<file path="src/rtl/bq_cascade.sv">
// Cascade of N_STAGES direct-form-I biquads sharing one multiply-accumulate unit,
// programmed over Wishbone. Define BQ_CASCADE_ROUND_EN for round-half-up results (default: truncation).
module bq_cascade #(
  parameter int          DATA_W   = 16,
  parameter int          COEF_W   = 16,
  parameter int          FRAC_W   = 14,
  parameter int          N_STAGES = 2,
  parameter logic [31:0] BASE_ADR = 32'h3000_0000
) (
  input  logic              wb_clk_i,
  input  logic              wb_rst_i,
  input  logic              wbs_cyc_i,
  input  logic              wbs_stb_i,
  input  logic              wbs_we_i,
  input  logic [3:0]        wbs_sel_i,
  input  logic [31:0]       wbs_adr_i,
  input  logic [31:0]       wbs_dat_i,
  output logic [31:0]       wbs_dat_o,
  output logic              wbs_ack_o,
  input  logic [DATA_W-1:0] x_i,
  input  logic              valid_i,
  output logic              ready_o,
  output logic [DATA_W-1:0] y_o,
  output logic              valid_o,
  output logic              busy_o,
  output logic              sat_o
);

  localparam int ACC_W  = DATA_W + COEF_W + 3;
  localparam int PROD_W = DATA_W + COEF_W;
  localparam int RES_W  = ACC_W - FRAC_W;
  localparam logic [2:0] LAST_STAGE = 3'(N_STAGES - 1);
  localparam logic [DATA_W-1:0] Y_MAX = {1'b0, {(DATA_W-1){1'b1}}};
  localparam logic [DATA_W-1:0] Y_MIN = {1'b1, {(DATA_W-1){1'b0}}};
  localparam logic [COEF_W-1:0] COEF_ONE = COEF_W'(1) << FRAC_W;

`ifdef BQ_CASCADE_ROUND_EN
  localparam logic [ACC_W-1:0] RND = ACC_W'(1) << (FRAC_W - 1);
`else
  localparam logic [ACC_W-1:0] RND = '0;
`endif

  typedef enum logic [1:0] {
    S_IDLE,
    S_MAC,
    S_WB,
    S_OUT
  } state_t;

  state_t                   state;
  logic [2:0]               stage;
  logic [2:0]               kidx;
  logic                     stage_byp;
  logic signed [DATA_W-1:0] cur_x;
  logic signed [ACC_W-1:0]  acc;

  logic                     enable;
  logic [N_STAGES-1:0]      bypass;

  // Coefficient order within a stage: b0, b1, b2, a1, a2.
  logic signed [COEF_W-1:0] coef [N_STAGES][5];
  logic signed [DATA_W-1:0] x1 [N_STAGES];
  logic signed [DATA_W-1:0] x2 [N_STAGES];
  logic signed [DATA_W-1:0] y1 [N_STAGES];
  logic signed [DATA_W-1:0] y2 [N_STAGES];

  logic signed [DATA_W-1:0] op;
  logic signed [COEF_W-1:0] cf;
  logic                     byp_next;
  logic signed [PROD_W-1:0] prod;
  logic signed [ACC_W-1:0]  prod_ext;
  logic signed [ACC_W-1:0]  acc_next;
  logic signed [ACC_W-1:0]  acc_rnd;
  logic signed [ACC_W-1:0]  acc_sh;
  logic signed [RES_W-1:0]  res;
  logic                     ovf;
  logic [DATA_W-1:0]        y_wb;

  // NOTE: every signal written in always_comb gets a default first, so no path can infer a latch.
  always_comb begin
    op       = '0;
    cf       = '0;
    byp_next = 1'b0;
    for (int s = 0; s < N_STAGES; s++) begin
      if (stage == 3'(s)) begin
        case (kidx)
          3'd0:    op = cur_x;
          3'd1:    op = x1[s];
          3'd2:    op = x2[s];
          3'd3:    op = y1[s];
          default: op = y2[s];
        endcase
        for (int k = 0; k < 5; k++) begin
          if (kidx == 3'(k)) cf = coef[s][k];
        end
      end
      if (stage + 3'd1 == 3'(s)) byp_next = bypass[s];
    end
  end

  assign prod     = op * cf;
  assign prod_ext = ACC_W'(prod);
  // Feedback terms a1, a2 are subtracted.
  assign acc_next = (kidx >= 3'd3) ? acc - prod_ext : acc + prod_ext;

  assign acc_rnd  = acc + $signed(RND);
  assign acc_sh   = acc_rnd >>> FRAC_W;
  assign res      = acc_sh[RES_W-1:0];
  assign ovf      = !((&res[RES_W-1:DATA_W-1]) || !(|res[RES_W-1:DATA_W-1]));
  assign y_wb     = ovf ? (res[RES_W-1] ? Y_MIN : Y_MAX) : res[DATA_W-1:0];

  // Wishbone decode
  logic [31:0] off;
  logic [2:0]  a_s;
  logic [2:0]  a_k;
  logic        in_map;
  logic        is_coef;
  logic        is_ctrl;
  logic        is_stat;
  logic        wb_req;
  logic        wb_stall;
  logic        wb_take;
  logic        wb_write;
  logic [31:0] rdata;

  assign off      = wbs_adr_i - BASE_ADR;
  assign a_s      = off[7:5];
  assign a_k      = off[4:2];
  assign in_map   = (off[31:9] == 23'd0);
  assign is_coef  = in_map && !off[8] && (int'(a_s) < N_STAGES) && (a_k < 3'd5);
  assign is_ctrl  = in_map && (off[8:2] == 7'h40);
  assign is_stat  = in_map && (off[8:2] == 7'h41);

  assign wb_req   = wbs_cyc_i && wbs_stb_i && !wbs_ack_o;
  // Writes that would disturb a sample in flight wait until the FSM is idle.
  assign wb_stall = wbs_we_i && (state != S_IDLE) && (is_coef || (is_ctrl && wbs_dat_i[1]));
  assign wb_take  = wb_req && !wb_stall;
  assign wb_write = wb_take && wbs_we_i && (wbs_sel_i == 4'hF);

  always_comb begin
    rdata = '0;
    if (is_ctrl) begin
      rdata = 32'({bypass, 7'd0, enable});
    end else if (is_stat) begin
      rdata = {30'd0, sat_o, busy_o};
    end else if (is_coef) begin
      for (int s = 0; s < N_STAGES; s++) begin
        for (int k = 0; k < 5; k++) begin
          if (a_s == 3'(s) && a_k == 3'(k)) rdata = 32'(coef[s][k]);
        end
      end
    end
  end

  assign ready_o = (state == S_IDLE) && enable;
  assign busy_o  = (state != S_IDLE);

  // NOTE: sequential state uses non-blocking assignments only, so every register sees pre-edge values.
  always_ff @(posedge wb_clk_i) begin
    if (wb_rst_i) begin
      state     <= S_IDLE;
      stage     <= '0;
      kidx      <= '0;
      stage_byp <= 1'b0;
      cur_x     <= '0;
      acc       <= '0;
      enable    <= 1'b0;
      bypass    <= '0;
      sat_o     <= 1'b0;
      y_o       <= '0;
      valid_o   <= 1'b0;
      wbs_ack_o <= 1'b0;
      wbs_dat_o <= '0;
      // NOTE: the coefficient and delay-line arrays are deliberately reset; a reset must return the filter to a known identity state.
      for (int s = 0; s < N_STAGES; s++) begin
        x1[s] <= '0;
        x2[s] <= '0;
        y1[s] <= '0;
        y2[s] <= '0;
        for (int k = 0; k < 5; k++) begin
          coef[s][k] <= (k == 0) ? COEF_ONE : '0;
        end
      end
    end else begin
      valid_o   <= 1'b0;
      wbs_ack_o <= 1'b0;
      wbs_dat_o <= '0;

      if (wb_take) begin
        wbs_ack_o <= 1'b1;
        wbs_dat_o <= wbs_we_i ? 32'd0 : rdata;
      end

      if (wb_write) begin
        for (int s = 0; s < N_STAGES; s++) begin
          for (int k = 0; k < 5; k++) begin
            if (is_coef && a_s == 3'(s) && a_k == 3'(k)) coef[s][k] <= wbs_dat_i[COEF_W-1:0];
          end
        end
        if (is_ctrl) begin
          enable <= wbs_dat_i[0];
          bypass <= wbs_dat_i[8 +: N_STAGES];
          if (wbs_dat_i[1]) begin
            for (int s = 0; s < N_STAGES; s++) begin
              x1[s] <= '0;
              x2[s] <= '0;
              y1[s] <= '0;
              y2[s] <= '0;
            end
          end
        end
        if (is_stat && wbs_dat_i[1]) sat_o <= 1'b0;
      end

      case (state)
        S_IDLE: begin
          if (valid_i && ready_o) begin
            cur_x     <= x_i;
            stage     <= '0;
            kidx      <= '0;
            acc       <= '0;
            stage_byp <= bypass[0];
            state     <= bypass[0] ? S_WB : S_MAC;
          end
        end

        S_MAC: begin
          acc <= acc_next;
          if (kidx == 3'd4) state <= S_WB;
          else              kidx  <= kidx + 3'd1;
        end

        S_WB: begin
          if (!stage_byp) begin
            for (int s = 0; s < N_STAGES; s++) begin
              if (stage == 3'(s)) begin
                x2[s] <= x1[s];
                x1[s] <= cur_x;
                y2[s] <= y1[s];
                y1[s] <= y_wb;
              end
            end
            cur_x <= y_wb;
            if (ovf) sat_o <= 1'b1;
          end
          if (stage == LAST_STAGE) begin
            state <= S_OUT;
          end else begin
            stage     <= stage + 3'd1;
            kidx      <= '0;
            acc       <= '0;
            stage_byp <= byp_next;
            state     <= byp_next ? S_WB : S_MAC;
          end
        end

        S_OUT: begin
          y_o     <= cur_x;
          valid_o <= 1'b1;
          state   <= S_IDLE;
        end

        default: state <= S_IDLE;
      endcase
    end
  end

  logic unused;
  assign unused = ^{off[1:0], wbs_dat_i, acc_sh};

endmodule
</file>
<file path="config.mk">
export PLATFORM = sky130hd
export DESIGN_NAME = bq_cascade
export DESIGN_NICKNAME = d
export VERILOG_FILES = /design/src/rtl/bq_cascade.sv
export SDC_FILE = /design/constraint.sdc
export NUM_CORES = 2
export LEC_CHECK = 0
export BUFFER_PORTS_ARGS = -buffer_cell sky130_fd_sc_hd__buf_2
export CAP_MARGIN = 20
export CORE_MARGIN = 2
export CORE_UTILIZATION = 25
export DETAILED_ROUTE_END_ITERATION = 10
export GPL_ROUTABILITY_DRIVEN = 0
export GPL_TIMING_DRIVEN = 0
export PLACE_DENSITY = 0.47
export SLEW_MARGIN = 0
export SYNTH_ARGS = -nofsm -noshare
export SYNTH_HDL_FRONTEND = slang
export SYNTH_SLANG_ARGS = --single-unit
</file>
<file path="constraint.sdc">
create_clock -name wb_clk_i -period 11 [get_ports wb_clk_i]
set_clock_uncertainty 0.2 [all_clocks]
set_input_delay 0.55 -clock wb_clk_i [delete_from_list [all_inputs] [get_ports wb_clk_i]]
set_output_delay 0.55 -clock wb_clk_i [all_outputs]
set_load 0.02 [all_outputs]
</file>
After elaboration in Yosys (flattened, before gate mapping)
Memories as Yosys holds them, arrays and structs flattened.
Cells that the tools add are included.
{ "totals": {"register_bits": 114, "ramBits": 288, "wordCells": 289, "n_memories": 5} }
{ "mem_list": {"columns": ["name", "depth", "width", "rd", "rd_clocked_by_memory_dff", "wr", "line_no", "rtl"], "rows": [
  ["coef", 2, 80, 2, 0, 2, "61", "logic signed [COEF_W-1:0] coef [N_STAGES][5];"],
  ["x1", 2, 16, 2, 0, 2, "62", "logic signed [DATA_W-1:0] x1 [N_STAGES];"],
  ["x2", 2, 16, 2, 0, 2, "63", "logic signed [DATA_W-1:0] x2 [N_STAGES];"],
  ["y1", 2, 16, 2, 0, 2, "64", "logic signed [DATA_W-1:0] y1 [N_STAGES];"],
  ["y2", 2, 16, 2, 0, 2, "65", "logic signed [DATA_W-1:0] y2 [N_STAGES];"]
]} }
{ "classes": {"addsub": 5, "multipliers": 1, "magnitude_cmp": 3, "n_eq_ne": 22, "n_mux": 145, "n_bitwise": 28, "n_reduce_logical": 65} }
{ "ops": {"columns": ["cell", "n"], "rows": [
  ["16-bit 2-to-1 mux", 44],
  ["32-bit 2-to-1 mux", 10],
  ["16-bit case mux with 4 select lines", 2],
  ["35-bit 2-to-1 mux", 3],
  ["35-bit case mux with 3 select lines", 1],
  ["1-bit 2-to-1 mux", 68],
  ["1-bit logical AND", 38],
  ["35-bit by 32-bit adder with 35-bit output", 1],
  ["35-bit by 32-bit subtractor with 35-bit output", 1],
  ["16-bit by 16-bit multiplier with 32-bit output", 1],
  ["16-bit case mux with 2 select lines", 1],
  ["32-bit by 30-bit subtractor with 32-bit output, second input constant", 1],
  ["10-bit 2-to-1 mux", 3],
  ["1-bit bitwise OR", 26],
  ["23-bit zero test", 1],
  ["3-bit by 1-bit equality test with 1-bit output, second input constant", 5],
  ["3-bit zero test", 5],
  ["7-bit equality test, second input constant", 2],
  ["3-bit by 2-bit equality test with 1-bit output, second input constant", 4],
  ["3-bit 2-to-1 mux", 4],
  ["6-bit OR reduction", 2],
  ["2-bit 2-to-1 mux", 5],
  ["3-bit case mux with 3 select lines", 1],
  ["3-bit AND reduction", 3],
  ["24 further kinds", 37]
]} }

Depth between registers and ports, before layout
{ "depth": {"depth_word": 17, "mapped_depth": 54, "ltp_nobuf": 48} }

Worst setup path before layout
No wires, ideal clock.
{ "synth_timing": {"path_type": "flip-flop to flip-flop", "startpoint": "register kidx[2]", "endpoint": "register acc[34]", "setup_time_ns": 0.064, "arrival_time_ns": 11.399, "setup_slack_ns": -0.662, "stages_incl_launch_ff": 48, "n_path_buf": 9, "period_less_slack_ns": 11.662, "path_cell_list": "dfxtp_1 buf_2 inv_1 clkbuf_1 buf_1 ha_1 clkbuf_1 clkbuf_1 clkbuf_1 clkbuf_1 clkbuf_1 o21ai_0 a221oi_1 clkbuf_1 nor2_1 fa_1 inv_1 fa_1 [... 12 more ...] xnor2_1 nand4_2 or2_2 nor3_2 a21oi_1 xnor2_1 ha_1 a21o_1 a21o_1 a21o_1 nand3_1 nand2_1 a221o_1 a221oi_1 o21a_1 nand3_1 mux2_1 nand4_1"} }
{ "synth_via": {"elab_chain_len": 17, "elab_cells_between_ends": 27, "cone_classes": "add/sub: 2; mul: 1; order compare: 1; eq/ne: 4; mux: 18; reduce/logical: 1"} }
{ "synth_rtl": {"columns": ["element", "line_no", "rtl"], "rows": [
  ["start, declared", "52", "logic [2:0] kidx;"],
  ["start signal, assigned", "230", "else kidx <= kidx + 3'd1;"],
  ["3-bit zero test", "86, 94", null],
  ["16-bit 2-to-1 mux (5 in series)", "94", "if (kidx == 3'(k)) cf = coef[s][k];"],
  ["16-bit 2-to-1 mux", "85", "if (stage == 3'(s)) begin"],
  ["16-bit 2-to-1 mux (5 in series)", "94", null],
  ["16-bit 2-to-1 mux", "85", null],
  ["16-bit by 16-bit multiplier with 32-bit output", "101", "assign prod = op * cf;"],
  ["35-bit by 32-bit adder with 35-bit output or 35-bit by 32-bit subtractor with 35-bit output (tied branches)", "104", "assign acc_next = (kidx >= 3'd3) ? acc - prod_ext : acc + prod_ext;"],
  ["35-bit 2-to-1 mux *", "104", null],
  ["35-bit case mux with 3 select lines *", "215", "case (state)"],
  ["end signal, assigned", "228", "acc <= acc_next;"],
  ["end, declared", "55", "logic signed [ACC_W-1:0] acc;"]
]} }
Every way passes the cells marked *; elsewhere a longest branch is shown, timed or not.
A chain may end at the register's enable or synchronous reset.

Worst setup path after layout
{ "layout_timing": {"startpoint": "register kidx[1]", "endpoint": "register acc[34]"} }
The elaborated chain is that of the path after synthesis.

==> impl_metrics.yaml <==
outcome:
  status: "complete, but fails checks"
  violations: "negative setup slack"
logic_synthesis:
  yosysSeqAreaShare: 0.350
  synth_top_family_by_area: "adder cells"
  synth_largest_area_cell: "edfxtp_1"
  synth.most_common_cell: "inv_1"
  synth_top_area_share: 0.285
  ys_warn_count: 0
  synthAdderAreaFrac: 0.226
  syn_area_um2: 30300
  synth_seq_cells: 386
  synthTopCellsByCount: "330 x inv_1, 323 x nor2_1, 288 x edfxtp_1, 264 x fa_1, 236 x nand2_1"
  synth-edff-count: 288
  yosys-top-cells-area: "edfxtp_1 29%, fa_1 17%, dfxtp_1 6.5%, ha_1 5.2%, and2_1 4.2%"
  synth_async_sr_flop_share: 0
  syn_area_per_cell_um2: 9.74
  synth_compound_area_frac: 0.168
  synth-xor-area-share: 0.0236
  synth_simple_gate_area_frac: 0.161
  synth_fp_nets: 3593
  synthMuxAreaShare: 0.00450
  synthFlopType: "edfxtp_1"
  synthCells: 3113
  yosys.cell_types.count: 92
critical_path:
  end_kind: "flop"
  r2r_setup_slack_ns: -0.07
  reg2reg_from: "kidx[1]$_SDFFE_PP0P_"
  crit_top_cell: "fa_1"
  slowest_delay_ns: 0.57
  worstSetupPathType: "flop to flop"
  ff2ff_path_depth: 50
  cp-start-kind: "flop"
  crit_fanout: 10
  r2r_end: "acc[34]$_SDFFE_PP0P_"
  cp_data_required_time_ns: 11.32
  cp_slowest_cell: "fa_1"
  cp.arrival_ns: 11.39
power:
  finalPower_mw: 7.46
  leakagePower_nw: 15.5
  ir_drop_uv: 186
  power_per_cell_area_nw_per_um2: 197
clocking:
  htree_num_levels: 2
  cts_buffer_depth: 3
  clk_pin_slew_ns: 0.06
  cts_tree: "done"
  cts_made_buffers: 44
  clkLatencyLatePin_ns: 0.61
  cts_root_buf: "clkbuf_16"
  cts_sinks: 386
floorplan:
  die_x_um: 352
  start_util: 0.252
  rows: 127
  core_area_um2: 120000
  ioPinCount: 143
  die_y_um: 352
  die_area_um2: 124000
hold_path:
  whs_path_depth: 3
  hp-start: "x_i[15]"
  worst_hold_path.endpoint: "cur_x[15]$_SDFFE_PP0P_"
  hold_class: "primary input to flop"
timing:
  fin_hold_ws_ns: 0.0398
  drv_slew: 0
  setup_slack_ns: -0.0726
  min_period_ns: 11.07
  max_slew.worst_pin.slew_ns: 1.05
  min_period_over_period: 1.01
  setup_viol: 1
  hold_violations: 0
  timing.fmax_mhz: 90.3
  rsz0062_at_grt: "true"
  slew-limit-headroom: 0.298
grt:
  grt_pass1_wl_um: 163000
  grt_pass1_vias: 25400
  grt_usage: 0.172
  grt_overflow: 0
  grt_max_degree: 54
  antenna_found_initial: 1
job:
  maxCapViolCount: 0
cells_and_area:
  final_nets: 3911
  final_util: 0.315
  area_growth_pct: 24.7
  drive_gt1_frac: 0.197
  final_cells: 5080
place:
  dp.cells: 4870
  dpl.hpwl_um: 84600
  portBuffers: 122
  post-place-ws_ns: -3.70
routing:
  remaining_drc_errors: 0
  vias: 25100
  via_per_inst: 4.94
  dr.pass1.iters: 6
  wl_per_cell_um: 21.5
  ant_nets: 0
  drtIter0Drc: 2067
  drt-total-wl_um: 109000
-- layout by cell type (no fill, tap or decap), drive strengths merged, types with 18 or more instances in the layout --
cell type    n
buf        333
and2       204
o211ai      30
nand2b      50
xnor2       57
a22oi       96
clkinv      18
a21o        33
nor2       323
o21ai      127
edfxtp     288
inv        328
clkbuf     178
a221oi      50
fa         264
or2         18
dfxtp       98
a21oi      152
o21a        18
a22o        19
nand2      237
and3        22
ha         126
nor3        49
a31oi       36
a221o       35
nand3       28
xor2        23
-- worst max-delay path, delay by kind of cell (launching register included) --
family / cells / cell delay (ns)
compound gates: 19 / 3.68
simple gates: 11 / 1.54
mux: 1 / 0.29
buf+inv: 9 / 0.86
xor+xnor: 1 / 0.29
flops: 1 / 0.38
fa+ha+maj: 9 / 3.76
-- sequential cells by signal, indices dropped and copies added (netlist names), 3 cells and up --
| name | count |
|---|---|
| wbs_dat_o | 16 |
| x1 | 32 |
| kidx | 3 |
| y_o | 16 |
| y2 | 32 |
| x2 | 32 |
| y1 | 32 |
| stage | 3 |
| coef | 160 |
| cur_x | 16 |
| acc | 35 |
-- worst max-delay path by stage --
stage	slack [ns]	start	end
finish	-0.07	kidx[1]$_SDFFE_PP0P_	acc[34]$_SDFFE_PP0P_
global route	-0.51	kidx[0]$_SDFFE_PP0P_	acc[34]$_SDFFE_PP0P_
CTS	-0.18	kidx[0]$_SDFFE_PP0P_	acc[34]$_SDFFE_PP0P_
detailed placement	-3.70	kidx[2]$_SDFFE_PP0P_	acc[34]$_SDFFE_PP0P_
global placement	-3.76	kidx[2]$_SDFFE_PP0P_	acc[34]$_SDFFE_PP0P_
floorplan	0.07	kidx[2]$_SDFFE_PP0P_	acc[34]$_SDFFE_PP0P_
-- per-stage QoR --
stage / cell area (µm²) / TNS, ns
after floorplan: 30400 / 0
after global placement: 33000 / -54.98
after detailed placement: 33400 / -52.95
after CTS: 36900 / -0.176
after global routing: 37800 / -1.65
final: 37800 / -0.0726
-- kinds of logic (layout without fill, tap and decap cells) --
logic type / count (synthesis) / in the layout
buffers and inverters: 512 / 866
XOR/XNOR: 80 / 80
AO/OA/AOI/OAI: 727 / 727
adder cells (fa/ha/maj): 390 / 390
flip-flops: 386 / 386
other: 0 / 1
multiplexers: 12 / 12
AND/OR/NAND/NOR: 1006 / 1006
-- repair_timing --
item	in CTS	in global routing
endpoints found under the setup margin	26	13
resized for setup	315	137
hold buffers	0	0
pin swaps	71	69
setup buffers	88	47
gates cloned	1	2
-- report_power, final --
group / switching, mW / internal, mW / total, mW
Clock: 0.645 / 0.879 / 1.52
Combinational: 2.51 / 1.75 / 4.26
Sequential: 0.0474 / 1.62 / 1.67
Total: 3.20 / 4.26 / 7.46
-- layout make-up --
cell class	count	area [µm²]
repair buffers	281	2110
inverters	331	1260
fillers	12600	82300
diodes	1	2.50
clock buffers	58	1180
clock inverters	24	269
plain buffers	172	1200
flip-flops and latches	386	10600
multi-input cells	2215	19100
well taps	1612	2020
-- routing by layer --
| layer | global-route usage | wire [µm] | up-vias | part of all wire |
|---|---|---|---|---|
| met5 | 0 | 0 | - | 0 |
| met4 | 0.0440 | 2760 | 0 | 0.025 |
| met3 | 0.0181 | 5500 | 118 | 0.050 |
| met2 | 0.291 | 52100 | 707 | 0.48 |
| met1 | 0.234 | 48700 | 12800 | 0.45 |
| li1 | - | - | 11500 | - |
Note: power is estimated with default switching activity, not from simulation.
